--- src/rtl/restador8b_serie_if.sv ---
// rtl/restador8b_serie_if.sv - start/operand/result bundle for the serial 8-bit subtractor
interface restador8b_serie_if;
    logic       inicio;
    logic [7:0] a;
    logic [7:0] b;
    logic       entPrestamo;
    logic       ocupado;
    logic       listo;
    logic [7:0] dif;
    logic       salPrestamo;
    logic       desbordamiento;
    logic       cero;

    modport master (
        output inicio, a, b, entPrestamo,
        input  ocupado, listo, dif, salPrestamo, desbordamiento, cero
    );

    modport slave (
        input  inicio, a, b, entPrestamo,
        output ocupado, listo, dif, salPrestamo, desbordamiento, cero
    );
endinterface

--- src/rtl/restador8b_serie.sv ---
// rtl/restador8b_serie.sv - bit-serial 8-bit subtractor with ripple borrow and atomic result publish
module restador8b_serie (
    input logic               reloj,
    input logic               reinicio_n,
    restador8b_serie_if.slave bus
);

    typedef enum logic [1:0] {
        REPOSO = 2'd0,
        RESTA  = 2'd1,
        FIN    = 2'd2
    } estado_t;

    estado_t    estado;
    estado_t    estado_sig;

    logic [7:0] a_q;
    logic [7:0] b_q;
    logic [7:0] res_q;
    logic [2:0] cont;
    logic       p;

    logic       a_i;
    logic       b_i;
    logic       d;
    logic       p_sig;
    logic [7:0] res_sig;
    logic       ultimo_bit;

    logic       ocupado_q;
    logic       listo_q;
    logic [7:0] dif_q;
    logic       sal_q;
    logic       desb_q;
    logic       cero_q;

    always_comb begin
        estado_sig = estado;
        a_i        = a_q[cont];
        b_i        = b_q[cont];
        d          = a_i ^ b_i ^ p;
        p_sig      = (~a_i & b_i) | (~(a_i ^ b_i) & p);
        res_sig    = {d, res_q[7:1]};
        ultimo_bit = (cont == 3'd7);
        case (estado)
            REPOSO:  if (bus.inicio) estado_sig = RESTA;
            RESTA:   if (ultimo_bit) estado_sig = FIN;
            FIN:     estado_sig = REPOSO;
            default: estado_sig = REPOSO;
        endcase
    end

    // Status flags are registered from the next state so they are glitch-free and aligned with it.
    always_ff @(posedge reloj or negedge reinicio_n) begin
        if (!reinicio_n) begin
            estado    <= REPOSO;
            a_q       <= 8'h00;
            b_q       <= 8'h00;
            res_q     <= 8'h00;
            cont      <= 3'd0;
            p         <= 1'b0;
            ocupado_q <= 1'b0;
            listo_q   <= 1'b0;
            dif_q     <= 8'h00;
            sal_q     <= 1'b0;
            desb_q    <= 1'b0;
            cero_q    <= 1'b0;
        end else begin
            estado    <= estado_sig;
            ocupado_q <= (estado_sig == RESTA);
            listo_q   <= (estado_sig == FIN);
            case (estado)
                REPOSO: begin
                    if (bus.inicio) begin
                        a_q   <= bus.a;
                        b_q   <= bus.b;
                        p     <= bus.entPrestamo;
                        cont  <= 3'd0;
                        res_q <= 8'h00;
                    end
                end
                RESTA: begin
                    res_q <= res_sig;
                    p     <= p_sig;
                    cont  <= cont + 3'd1;
                    // Publish all result flags together on the edge that completes bit 7.
                    if (ultimo_bit) begin
                        dif_q  <= res_sig;
                        sal_q  <= p_sig;
                        desb_q <= (a_q[7] ^ b_q[7]) & (res_sig[7] ^ a_q[7]);
                        cero_q <= (res_sig == 8'h00);
                    end
                end
                default: begin
                end
            endcase
        end
    end

    assign bus.ocupado        = ocupado_q;
    assign bus.listo          = listo_q;
    assign bus.dif            = dif_q;
    assign bus.salPrestamo    = sal_q;
    assign bus.desbordamiento = desb_q;
    assign bus.cero           = cero_q;

endmodule

--- src/flat_wrapper.sv ---
// flat-port wrapper written by rule: the top's interface ports become plain ports
module restador8b_serie_flat 
  (reloj, reinicio_n, bus_inicio, bus_a, bus_b, bus_entPrestamo, bus_ocupado, bus_listo, bus_dif, bus_salPrestamo, bus_desbordamiento, bus_cero);
  restador8b_serie_if bus_i ();
  input logic reloj;
  input logic reinicio_n;
  input wire logic [$bits(bus_i.inicio)-1:0] bus_inicio;
  input wire logic [$bits(bus_i.a)-1:0] bus_a;
  input wire logic [$bits(bus_i.b)-1:0] bus_b;
  input wire logic [$bits(bus_i.entPrestamo)-1:0] bus_entPrestamo;
  output wire logic [$bits(bus_i.ocupado)-1:0] bus_ocupado;
  output wire logic [$bits(bus_i.listo)-1:0] bus_listo;
  output wire logic [$bits(bus_i.dif)-1:0] bus_dif;
  output wire logic [$bits(bus_i.salPrestamo)-1:0] bus_salPrestamo;
  output wire logic [$bits(bus_i.desbordamiento)-1:0] bus_desbordamiento;
  output wire logic [$bits(bus_i.cero)-1:0] bus_cero;
  assign bus_i.inicio = bus_inicio;
  assign bus_i.a = bus_a;
  assign bus_i.b = bus_b;
  assign bus_i.entPrestamo = bus_entPrestamo;
  assign bus_ocupado = bus_i.ocupado;
  assign bus_listo = bus_i.listo;
  assign bus_dif = bus_i.dif;
  assign bus_salPrestamo = bus_i.salPrestamo;
  assign bus_desbordamiento = bus_i.desbordamiento;
  assign bus_cero = bus_i.cero;
  restador8b_serie u_core (.reloj(reloj), .reinicio_n(reinicio_n), .bus(bus_i));
endmodule
--- config.mk ---
export PLATFORM = sky130hd
export DESIGN_NAME = restador8b_serie_flat
export DESIGN_NICKNAME = d
export VERILOG_FILES = /design/src/rtl/restador8b_serie_if.sv /design/src/rtl/restador8b_serie.sv /design/src/flat_wrapper.sv
export SDC_FILE = /design/constraint.sdc
export NUM_CORES = 1
export LEC_CHECK = 0
export CORE_MARGIN = 10
export CORE_UTILIZATION = 50
export DETAILED_ROUTE_END_ITERATION = 6
export GPL_TIMING_DRIVEN = 0
export HOLD_SLACK_MARGIN = 0.05
export PLACE_DENSITY = 0.75
export RECOVER_POWER = 25
export SLEW_MARGIN = 10
export SYNTH_ARGS = -nofsm -noshare
export SYNTH_HDL_FRONTEND = slang
export SYNTH_SLANG_ARGS = --single-unit
--- constraint.sdc ---
create_clock -name reloj -period 5.8 [get_ports reloj]
set_clock_uncertainty 0.05 [all_clocks]
set_input_delay 1.45 -clock reloj [delete_from_list [all_inputs] [get_ports reloj]]
set_output_delay 1.45 -clock reloj [all_outputs]
set_load 0.01 [all_outputs]
## Word level (Yosys, flattened, before mapping)

Index checks and enable logic that the tools add are counted.

- Memories: 0
- ROM bits: 0
- Logic and storage cells: 48
- Memory bits (writable): 0
- Flip-flop bits (word level): 43
- Latch bits: 0

- Mux-type cells: 13
- Equality and inequality tests: 5
- Shifts and indexed selects: 0
- Div/mod/pow operators: 0
- Reductions and logical operators: 6
- Bitwise logic cells: 10
- $lt $le $gt $ge: 1
- $mul: 0
- Add/subtract/negate cells: 1

Operators with widths:

| operator | number |
|---|---|
| 8-bit case mux with 2 select lines | 1 |
| 8-bit zero test | 1 |
| 8-bit 2-to-1 mux | 1 |
| 1-bit binary-select mux with 3-bit select | 2 |
| 3-bit case mux with 2 select lines | 1 |
| 2-bit AND reduction | 3 |
| 2-bit by 1-bit equality test with 1-bit output, second input constant | 2 |
| 3-bit by 4-bit less-than comparator with 1-bit output, second input constant | 1 |
| 2-bit 2-to-1 mux | 2 |
| 2-bit case mux with 2 select lines | 1 |
| 1-bit bitwise XOR | 4 |
| 3-bit by 1-bit adder with 3-bit output, second input constant | 1 |
| 1-bit bitwise AND | 3 |
| 3-bit equality test, second input constant | 1 |
| 1-bit 2-to-1 mux | 3 |
| 3-bit 2-to-1 mux | 1 |
| 2-bit equality test, second input constant | 1 |
| 2-bit zero test | 1 |
| 2-bit != test, second input constant | 1 |
| 1-bit inverter | 2 |
| 1-bit case mux with 2 select lines | 1 |
| 2-bit nonzero test | 1 |
| 1-bit OR | 1 |

## Logic depth before layout (Yosys ltp)

Gate-level depths: netlist of run 1.

- Depth after elaboration: 7
- Depth in mapped cells: 8
- Gate-level depth less buffers: 7

## Least setup slack after synthesis of run 1

OpenSTA, ideal clock, no wires.

- Path type: input to register
- Start: input port bus_inicio
- End: register u_core.a_q[7]
- Stages on the path: 4
- Path buffers: 2
- Arrival time: 2.238 ns
- Data required time: 5.623 ns
- Setup slack: 3.385 ns
- Cell sequence: nor3b_2 -> buf_4 -> buf_6 -> mux2_1

- Longest elaborated chain between the ends: 1

RTL lines:

| element | line | RTL |
|---|---|---|
| from (decl) | flat_wrapper.sv:7 | `input wire logic [$bits(bus_i.inicio)-1:0] bus_inicio;` |
| 2-bit AND reduction (no line) | n/a |  |
| to (signal assigned) | restador8b_serie.sv:75 | `a_q <= bus.a;` |
| to (decl) | restador8b_serie.sv:17 | `logic [7:0] a_q;` |

No other way between the ends.
A chain may end at the register's enable or synchronous reset.

==> impl_metrics.ini, run 1 <==
[status]
outcome = finished, violations left
violations = max-capacitance violations, max-slew violations

[placement]
place_inst = 215
place_area_um2 = 2220
routabilityCongestion = 0.806
hpwl_um = 2550
port_buffers = 32

[floorplan]
num_io_pins = 33
fp-row-count = 21
die_w_um = 80.4
die-area_um2 = 6460
core_area_um2 = 3440
start_util = 0.530
die_h_um = 80.4

[layout]
nNetsFinal = 200
n_fill_cell = 281
design_area_um2 = 2280
antenna_cells = 0
fin_util = 0.663
drive_gt1_frac = 0.198
final_common_cell = dfrtp_1
layout_common_cells = 42 x dfrtp_1, 31 x clkdlybuf4s50_1, 21 x nand2_1
final-instance-count-excl-fill = 223
area_delta_synth_final_pct = 25.0

[setup_path]
path_common_cell = clkbuf_1
end_kind = asynchronous set/reset pin
cp_data_arrival_time_ns = 3.11
crit_buf_inv = 2
start_kind = primary input
r2r_slack_ns = 3.38
cpPeakStageDelay_ns = 1.17
r2r-start = u_core.cont[0]$_DFFE_PN0P_
slowest_stage = clkbuf_1
cp.required_ns = 5.89
worstSetupPathType = in -> async
path_delay_family = buffers and inverters
cp_cell_sequence = clkbuf_1 > clkbuf_1
crit_fanout = 30
reg2reg_depth = 8
r2r-end = u_core.bus.cero$_DFFE_PN0P_

[sta]
max_freq_mhz = 331
slew_headroom = -0.0114
maxSlewViolCount = 31
worstMarginPinSlew_ns = 1.52
rsz0062_at_grt = no
fin_crit_sh = 0.522
setup_tns_ns = 0
setup-violations-final = 0
min_period_ns = 3.03
hold_viol = 0

[synthesis]
ys_warn_count = 0
seq_area_frac_synth = 0.576
avgSynthCellArea_um2 = 13.4
synth_nets = 160
yosysUniqueCellTypes = 25
syn_area_um2 = 1820
yosys_register_bits = 42
synthCells = 136

[global_route]
track_usage = 0.107
grt_pass1_vias = 1243
grt_pass1_wl_um = 5460
grt_use_met2 = 0.181
grtUsageMet3 = 0.0356
antenna_found_initial = 0
grt_max_degree = 31
busiest_layer = met2
grt_use_met1 = 0.115
global_route.overflow_total = 0

[cts]
clock_path_buffers = 2
clkTransAtPathRegs_ns = 0.07
cts_buffers = 5
ctsHoldBuffers = 0
cts_root_buf = clkbuf_8
post_cts_buffers = 0
insertion_delay_ns = 0.29
cts_max_level = 2
clock-sinks = 42
tritoncts = built
cts_resized = 0

[route]
wl_per_cell_um = 14.3
dr.pass1.iters = 4
remaining_drc_errors = 0
antenna_left = 0
vias_per_cell = 5.13
drtIter0Drc = 61
routed_wl_um = 3180
via_count = 1143

[min_path]
hold_end = u_core.b_q[3]$_DFFE_PN0P_
min_from = u_core.b_q[3]$_DFFE_PN0P_
min_path_type = reg -> reg
hold_path_depth = 1

[run]
maxCapViolations = 1

[power]
leakagePower_nw = 0.993
max-vdd-ir-drop_uv = 257
power_density_nw_per_um2 = 561
-- routing by layer --
| metal | share of wire | vias up | wire length, um |
|---|---|---|---|
| met4 | 0.019 | 0 | 60 |
| met5 | 0 | - | 0 |
| li1 | - | 552 | - |
| met3 | 0.077 | 7 | 244 |
| met1 | 0.41 | 553 | 1320 |
| met2 | 0.49 | 31 | 1560 |
-- cells by family (layout without fill, tap and decap cells) --
| kind of cell | after synthesis | in the layout | share of synthesized area |
|---|---|---|---|
| buf+inv | 12 | 53 | 0.0370 |
| mux | 31 | 31 | 0.215 |
| compound gates | 16 | 16 | 0.0501 |
| simple gates | 31 | 31 | 0.0864 |
| fa+ha+maj | 4 | 4 | 0.0357 |
| flops | 42 | 42 | 0.576 |
-- registers in the layout, summed over array words and instances (netlist names) --
signal / count
u_core.p: 1
u_core.bus.ocupado: 1
u_core.bus.listo: 1
u_core.estado: 2
u_core.res_q: 7
u_core.bus.salPrestamo: 1
u_core.a_q: 8
u_core.bus.dif: 8
u_core.bus.desbordamiento: 1
u_core.b_q: 8
u_core.cont: 3
u_core.bus.cero: 1
-- through the flow --
| stage | power [mW] | setup WS (ns) | hold WS [ns] |
|---|---|---|---|
| after CTS | 1.31 | 3.08 | 0.442 |
| final | 1.28 | 2.77 | 0.437 |
| after global placement | 1.09 | 2.24 | 0.414 |
| after global routing | 1.39 | 2.28 | 0.447 |
| after floorplan | 0.915 | 3.38 | 0.402 |
| after detailed placement | 1.12 | 2.82 | 0.425 |
-- cell usage after synthesis --
library cell   n  area share
a21oi_1        1      0.0027
a221o_1        1      0.0055
buf_2          3      0.0082
buf_4          1      0.0041
buf_6          2       0.012
clkbuf_1       1      0.0021
dfrtp_1       42        0.58
fa_1           2       0.022
ha_1           2       0.014
inv_1          5       0.010
mux2_1         8       0.049
mux2_2        17        0.10
mux2i_1        2       0.011
mux4_2         4       0.049
nand2_1       21       0.043
nand2b_1       1      0.0034
nand3b_4       1       0.011
nor2_1         2      0.0041
nor2b_1        2      0.0069
nor3b_1        1      0.0041
nor3b_2        1      0.0069
nor4_1         2      0.0069
o21ai_0       11       0.030
o21bai_1       2      0.0082
o22ai_1        1      0.0034
-- power breakdown --
group	internal, mW	total [mW]	leakage (nW)	switching (mW)
Combinational	0.323	0.566	0.434	0.244
Clock	0.0955	0.189	0.0472	0.0937
Sequential	0.433	0.525	0.512	0.0919
-- worst max path at each step --
stage	cells after the start	slack, ns	end	start
after floorplan	4	3.38	u_core.a_q[7]$_DFFE_PN0P_	bus_inicio
after global placement	1	2.24	u_core.b_q[5]$_DFFE_PN0P_	reinicio_n
after detailed placement	5	2.82	u_core.b_q[6]$_DFFE_PN0P_	bus_inicio
after CTS	1	3.08	bus_salPrestamo	u_core.bus.salPrestamo$_DFFE_PN0P_
after global routing	2	2.28	u_core.a_q[3]$_DFFE_PN0P_	reinicio_n
final	2	2.77	u_core.a_q[3]$_DFFE_PN0P_	reinicio_n
-- final cells by class --
class / count / area (um2) / share of cell area
sequential: 42 / 1050 / 0.461
multi-input combinational: 82 / 693 / 0.304
timing repair buffer: 33 / 318 / 0.139
clock buffer: 6 / 82.6 / 0.0362
tap: 46 / 57.6 / 0.0252
buffer: 7 / 47.5 / 0.0208
inverter: 5 / 18.8 / 0.00823
clock inverter: 2 / 12.5 / 0.00549
(Power assumes the default switching activity.)
==> run 2, diff against run 1 <==
clock period = 3 ns   (was 5.8 ns; I/O delays follow)
==> run 2 against run 1 <==
Effect of this change:
- the flow now finishes without violations
- non-clock buffer count stayed put
- total power increased by 94%
- die area did not move
- hold slack lost 0.00082 ns
- flip-flop and latch count did not move
- sequential power is 94% higher
- clock-buffer cell count is the same
- cell area up 1.3%
- final cell count unchanged
- critical endpoint is now u_core.bus.cero$_DFFE_PN0P_
==> impl_metrics.ini, run 2 (synthesis gave the netlist of run 1 again) <==
[status]
outcome = complete, no violations

[floorplan]
die_w_um = 80.4
start_util = 0.530
core_area_um2 = 3440
die-area_um2 = 6460
die_h_um = 80.4
fp-row-count = 21
num_io_pins = 33

[power]
total_power_mw = 2.49
swShare = 0.336
p_switching_mw = 0.835
power.internal_mw = 1.65
combPwrFrac = 0.444
p_seq_frac = 0.409
power_density_nw_per_um2 = 1080
max-vdd-ir-drop_uv = 503
power.share.clock = 0.147
leakagePower_nw = 1.02

[setup_path]
cp_data_arrival_time_ns = 2.59
cp_cell_sequence = buf_6 > mux4_2 > mux2i_1 > inv_1 > fa_1 > nor4_1 > nand2_1 > o21ai_0
crit_fanout = 5
slowest_stage = mux4_2
worstSetupPathType = reg -> reg
crit_buf_inv = 2
path_delay_family = multiplexers
start_kind = flop
cpPeakStageDelay_ns = 0.49
end_kind = flop
cp.required_ns = 3.17

[layout]
n_fill_cell = 275
nNetsFinal = 200
final_common_cell = dfrtp_1
layout_common_cells = 42 x dfrtp_1, 31 x clkdlybuf4s50_1, 21 x nand2_1
area_delta_synth_final_pct = 26.7
regArea_um2 = 1050
antenna_cells = 0
design_area_um2 = 2310
multiInputGateArea_um2 = 706
drive_gt1_frac = 0.215

[route]
dr.pass1.iters = 4
wl_per_cell_um = 14.3
routed_wl_um = 3190
antenna_left = 0
drtIter0Drc = 70
vias_per_cell = 5.13
via_count = 1143
remaining_drc_errors = 0

[sta]
rsz0062_at_grt = no
fin_crit_sh = 0.808
slew_headroom = 0.512
min_period_ns = 2.42
setup-violations-final = 0
hold_viol = 0
max_freq_mhz = 413
setup_tns_ns = 0
worstMarginPinSlew_ns = 0.731
maxSlewViolCount = 0
setup_ws_ns = 0.576
timing.hold.ws_ns = 0.436

[cts]
insertion_delay_ns = 0.29
ctsHoldBuffers = 0
post_cts_buffers = 0
cts_root_buf = clkbuf_8
clock_path_buffers = 2
clkTransAtPathRegs_ns = 0.08
cts_resized = 0
clock-sinks = 42
cts_buffers = 5
tritoncts = built
cts_max_level = 2

[placement]
routabilityCongestion = 0.806
place_area_um2 = 2220
pre_cts_ws_ns = 0.529
hpwl_um = 2550
port_buffers = 32

[global_route]
track_usage = 0.107
global_route.overflow_total = 0
antenna_found_initial = 0
grt_pass1_vias = 1243
grt_max_degree = 31
grt_pass1_wl_um = 5460

[min_path]
min_path_type = in -> async

[run]
maxCapViolations = 0
==> run 2: per-stage QoR <==
| step | util | std cells |
|---|---|---|
| 3_3_place_gp | 0.640 | 214 |
| 2_1_floorplan | - | 136 |
| 3_5_place_dp | 0.644 | 215 |
| 5_1_grt | 0.671 | 223 |
| 6_report | 0.671 | 223 |
| 4_1_cts | 0.672 | 223 |
==> run 2: worst reg2reg max path, cell delays in order, from the launching register on <==
cell     delay (ns)
dfrtp_1        0.37
buf_6          0.14
mux4_2         0.49
mux2i_1        0.25
inv_1          0.10
fa_1           0.49
nor4_1         0.21
nand2_1        0.09
o21ai_0        0.15
==> run 2: power groups by stage <==
| stage | clock [mW] | combinational [mW] | sequential (mW) |
|---|---|---|---|
| 6_report | 0.366 | 1.10 | 1.02 |
| 5_1_grt | 0.407 | 1.23 | 1.06 |
| 4_1_cts | 0.379 | 1.14 | 1.02 |
| 3_5_place_dp | 0 | 1.13 | 1.04 |
| 3_3_place_gp | 0 | 1.09 | 1.02 |
| 2_1_floorplan | 0 | 0.749 | 1.02 |
==> run 2: area by class of cell <==
class                   instances  share of cell area
plain buffers                   7              0.0211
clock buffers                   6              0.0357
clock inverters                 2             0.00541
inverters                       5             0.00812
multi-input cells              82               0.305
flip-flops and latches         42               0.455
well taps                      46              0.0249
repair buffers                 33               0.145
==> run 2: final timing paths <==
check / slack (ns) / cells after the start / start / end
min in group reloj: 0.44 / 1 / u_core.b_q[3]$_DFFE_PN0P_ / u_core.b_q[3]$_DFFE_PN0P_
worst max register to register: 0.58 / 8 / u_core.cont[0]$_DFFE_PN0P_ / u_core.bus.cero$_DFFE_PN0P_
worst min register to register: 0.44 / 1 / u_core.b_q[3]$_DFFE_PN0P_ / u_core.b_q[3]$_DFFE_PN0P_
worst min-delay path: 0.44 / 1 / reinicio_n / u_core.bus.dif[2]$_DFFE_PN0P_
max in group asynchronous: 1.86 / 2 / reinicio_n / u_core.a_q[3]$_DFFE_PN0P_
worst max-delay path: 0.58 / 8 / u_core.cont[0]$_DFFE_PN0P_ / u_core.bus.cero$_DFFE_PN0P_
==> run 2: metal layers <==
metal,track usage,share of wire,up-vias
met5,0,0,-
met3,0.0356,0.077,7
met2,0.181,0.49,31
li1,-,-,552
met4,0.0581,0.019,0
met1,0.115,0.41,553
